`src/rtl/piso_tx_pkg.sv`:
```
// piso_tx_pkg: state type and sizing constants shared by the PISO transmitter
package piso_tx_pkg;
  typedef enum logic [1:0] {IDLE, SHIFT, DONE} state_e;
  localparam int DEF_WIDTH = 8;
  localparam int CNT_W = $clog2(DEF_WIDTH + 2);
  function automatic int cnt_w(input int width);
    return $clog2(width + 2);
  endfunction
endpackage

```
`src/rtl/piso_bit_cnt.sv`:
```
// piso_bit_cnt: frame bit counter with clear, enable and terminal-count flag
module piso_bit_cnt #(
  parameter int CW = 4,
  parameter int LAST = 7
) (
  input  logic clk,
  input  logic rst,
  input  logic clr_i,
  input  logic en_i,
  output logic last_o
);
  logic [CW-1:0] cnt_q, cnt_d;
  // clear wins over count; hold otherwise
  always_comb cnt_d = clr_i ? '0 : en_i ? cnt_q + 1'b1 : cnt_q;
  // count register
  always_ff @(posedge clk) cnt_q <= rst ? '0 : cnt_d;
  assign last_o = cnt_q == CW'(LAST);
endmodule

```
`src/rtl/piso_tx_8b.sv`:
```
// piso_tx_8b: LSB-first parallel-to-serial transmitter; PISO_TX_PARITY_EN appends an even-parity bit
module piso_tx_8b
  import piso_tx_pkg::*;
#(
  parameter int WIDTH = DEF_WIDTH
) (
  input  logic             clk,
  input  logic             rst,
  input  logic [WIDTH-1:0] data_in,
  input  logic             load_valid,
  output logic             load_ready,
  output logic             sout,
  output logic             sout_valid,
  input  logic             sout_ready,
  output logic             busy,
  output logic             done
);
`ifdef PISO_TX_PARITY_EN
  localparam int FL = WIDTH + 1;
`else
  localparam int FL = WIDTH;
`endif
  state_e state_q, state_d;
  logic [FL-1:0] sh_q, sh_d, frame;
  logic accept, last;
`ifdef PISO_TX_PARITY_EN
  assign frame = {^data_in, data_in};
`else
  assign frame = data_in;
`endif
  assign accept = state_q == IDLE && load_valid;
  piso_bit_cnt #(.CW(cnt_w(WIDTH)), .LAST(FL - 1)) u_cnt (
    .clk   (clk),
    .rst   (rst),
    .clr_i (accept),
    .en_i  (state_q == SHIFT && sout_ready),
    .last_o(last)
  );
  // next state, shift register next value and Moore outputs
  always_comb begin
    state_d = state_q;
    sh_d = sh_q;
    load_ready = 1'b0;
    busy = 1'b0;
    sout_valid = 1'b0;
    sout = 1'b0;
    done = 1'b0;
    case (state_q)
      IDLE: begin
        load_ready = 1'b1;
        state_d = load_valid ? SHIFT : IDLE;
        sh_d = load_valid ? frame : sh_q;
      end
      SHIFT: begin
        busy = 1'b1;
        sout_valid = 1'b1;
        sout = sh_q[0];
        sh_d = sout_ready ? {1'b0, sh_q[FL-1:1]} : sh_q;
        state_d = sout_ready && last ? DONE : SHIFT;
      end
      DONE: begin
        busy = 1'b1;
        done = 1'b1;
        state_d = IDLE;
      end
      default: state_d = IDLE;
    endcase
  end
  // state and shift registers
  always_ff @(posedge clk) begin
    state_q <= rst ? IDLE : state_d;
    sh_q <= rst ? '0 : sh_d;
  end
endmodule

```
`config.mk`:
```
export PLATFORM = sky130hd
export DESIGN_NAME = piso_tx_8b
export DESIGN_NICKNAME = d
export VERILOG_FILES = /design/src/rtl/piso_tx_pkg.sv /design/src/rtl/piso_bit_cnt.sv /design/src/rtl/piso_tx_8b.sv
export SDC_FILE = /design/constraint.sdc
export NUM_CORES = 1
export LEC_CHECK = 0
export ABC_AREA = 1
export BUFFER_PORTS_ARGS = -buffer_cell sky130_fd_sc_hd__buf_2
export CAP_MARGIN = 30
export CELL_PAD_IN_SITES_DETAIL_PLACEMENT = 0
export CELL_PAD_IN_SITES_GLOBAL_PLACEMENT = 1
export CORE_ASPECT_RATIO = 1.2
export CORE_MARGIN = 4
export CORE_UTILIZATION = 35
export CTS_CLUSTER_SIZE = 30
export DETAILED_ROUTE_END_ITERATION = 16
export PLACE_DENSITY = 0.85
export SLEW_MARGIN = 20
export SYNTH_ARGS = -nofsm -noshare
export SYNTH_HDL_FRONTEND = slang
export SYNTH_SLANG_ARGS = --single-unit
```
`constraint.sdc`:
```
create_clock -name clk -period 1.45 [get_ports clk]
set_input_delay 0.3625 -clock clk [delete_from_list [all_inputs] [get_ports clk]]
set_output_delay 0.3625 -clock clk [all_outputs]
set_load 0.01 [all_outputs]
```
==> results.toml <==
[finish]
regArea_um2 = 282.8
drive_above_1_share_pct = 28.24
antenna_cells = 0
syn_to_final_growth_pct = 25.38
final_area_um2 = 933.4
fillers = 225
multi_input_area_um2 = 416.7
finalNetCount = 149
final_util_pct = 45.54

[power_and_ir_drop]
p_int_uw = 595.2
clkPwrFrac_pct = 26.1
p_leak_nw = 0.4731
p_sw_share_pct = 30.10
ir_drop_uv = 595.9
pwr-share-seq_pct = 50.3
power.switching_uw = 256.3
powerDensity_nw_per_um2 = 912.3
combPwrFrac_pct = 23.7

[place]
place_area_um2 = 853.3
port_buffers = 16
dp_hpwl_um = 1060
place_congestion = 0.6985

[floorplan]
io_pins = 17
die_area_um2 = 2932
placementRows = 18
initial_core_util_pct = 36.32
die_y_um = 58.52
chipWidth_um = 50.10
core-area_um2 = 2049

[drt]
vias = 696
drtIter0Drc = 10
firstDrtPassIters = 4
ant_nets = 0
route.detailed.drc = 0
vias_per_cell = 4.323
routed_wl_um = 1451
avgRoutedWirePerCell_um = 9.012

[critical_path]
reg2regPathDepth = 9
worstPathRequired_ns = 1.09
crit_arrival_ns = 1.05
rrSetupSlack_ns = 0.16
path_class = "reg -> out"
endpoint = "sout"
cp-startpoint = "state_q[1]"
r2r_end = "sh_q[1]"
end_kind = "output pin"
r2r-start = "state_q[1]"
start_kind = "flip-flop"
cp_max_fo = 5

[sta]
tns_ns = 0
setup_violations = 0
relSlewSlack_pct = 83.36
report.final.hold_viol_count = 0
rsz0062_at_grt = "yes"
worstMarginPinSlew_ns = 0.2481
clock_skew_ns = 0.0004896
fin_crit_ns = 1.409
min_period_over_period_pct = 97.18
drv_slew = 0
max_freq_ghz = 0.7097

[logic_synthesis]
yosysTopAreaCell = "dfxtp_1"
syn_nets = 128
syn-mean-instance-area_um2 = 6.647
yosysSeqAreaShare_pct = 37.65
yosysTopAreaCellShare_pct = 37.65
ys_types = 18
synth_seq_cells = 14
ys_warn_count = 0
syn-cell-area_um2 = 744.5
synth_area_leaders = "dfxtp_1 38%, nand2_1 19%, inv_1 7.6%"
synth_cells = 112

[global_routing]
grt_max_degree = 15
overflow = 0
grt_pass1_vias = 637
antenna_found_initial = 0
gr-usage-all-layers_pct = 11.67
grt_pass1_wl_um = 2553

[clocking]
clock-sinks = 14
cts.path.max_buffers = 2
path_clk_slew_ns = 0.08
cts_max_level = 1
cts_made_buffers = 3
insertion_delay_ns = 0.28
cts-root-buf = "clkbuf_4"
cts_tree = "done"
holdBufCountCts = 0

[worst_hold_path]
holdPathStages = 2
worstHoldStart = "rst"
hold_class = "in -> reg"

[job]
cap_violations = 0

[status]
status = "complete, no violations"
-- stage by stage --
step | cells | hold WS (ns) | setup slack [ns] | total power, mW
6_report | 161 | 0.2752 | 0.04087 | 0.8515
5_1_grt | 161 | 0.2888 | -0.02115 | 0.9141
4_1_cts | 160 | 0.2740 | 0.004371 | 0.8415
3_5_place_dp | 157 | 0.4625 | 0.1246 | 0.6167
3_3_place_gp | 157 | 0.4496 | 0.1720 | 0.6160
2_1_floorplan | 112 | 0.4316 | 0.1103 | 0.5773
-- layer usage --
| layer | up-vias | global-route usage (%) | wire (um) |
|---|---|---|---|
| met3 | 5 | 3.038 | 48 |
| met4 | 0 | 8.300 | 37 |
| met1 | 301 | 12.21 | 614 |
| met2 | 13 | 20.15 | 750 |
| li1 | 377 | - | - |
| met5 | - | 0 | 0 |
-- placed cells by master (no fill, tap or decap), types with 2 or more instances in the layout --
cell type and instances:
nand2_1 36, nor2_1 14, buf_2 14, inv_1 12, dfxtp_1 12, o21ai_0 6, a21oi_1 5, inv_2 3
nand2_4 3, nor2_2 3, clkbuf_4 3, nand2_2 2, nor3_1 2, nand3_1 2, ha_1 2, ha_4 2
buf_6 2, buf_4 2, dfxtp_2 2
-- kinds of logic after synthesis --
group	after synthesis	synth area share [%]
AOI/OAI and AO/OA	11	7.395
adders and majority gates	4	6.723
DFF	14	37.65
buffers and inverters	19	10.75
and+or+nand+nor	64	37.48
-- sequential cells by signal, indices dropped and copies added, names as in the netlist --
| name | flops |
|---|---|
| sh_q | 8 |
| state_q | 2 |
| u_cnt.cnt_q | 4 |
-- worst max-delay path: stages (launching register included) --
cell and delay (ns):
dfxtp_2 0.36, inv_4 0.05, ha_4 0.17, nand2_4 0.05
inv_2 0.03, buf_6 0.10
-- how the worst min path moves through the flow --
stage,endpoint
after global routing,state_q[0]
after global placement,u_cnt.cnt_q[3]
final,state_q[0]
after floorplan,state_q[0]
after detailed placement,u_cnt.cnt_q[3]
after CTS,state_q[0]
-- power groups by stage --
stage / Clock (mW) / Sequential [mW] / Combinational (mW)
after floorplan: 0 / 0.431 / 0.146
after global placement: 0 / 0.433 / 0.183
after detailed placement: 0 / 0.433 / 0.183
after CTS: 0.227 / 0.427 / 0.188
after global routing: 0.251 / 0.431 / 0.232
final: 0.222 / 0.428 / 0.201
-- layout make-up --
type                            instances  area share, %
Sequential cell                        14          30.29
Multi-Input combinational cell         79          44.64
Clock buffer                            3          2.413
Tap cell                               30          4.021
Inverter                               17          7.105
Timing Repair Buffer                   18          11.53
-- synthesized netlist by cell type --
cell type and n:
nand4_1 1, buf_2 1, nand2_4 2, clkinv_1 1
o21ai_0 6, nor2_1 14, buf_6 1, inv_1 15
nand3_1 2, a21oi_1 5, nand2_2 2, ha_1 4
nor2_2 3, dfxtp_1 14, nor3_1 2, nand3b_1 1
nand2_1 37, inv_2 1
-- timing repair --
| item | 4_1_cts | 5_1_grt |
|---|---|---|
| gates cloned | 0 | 0 |
| setup endpoints to repair | 3 | 3 |
| pin swaps | 1 | 2 |
| resized for setup | 6 | 7 |
| setup buffers | 0 | 1 |
Note: power is estimated with default switching activity, not from simulation.
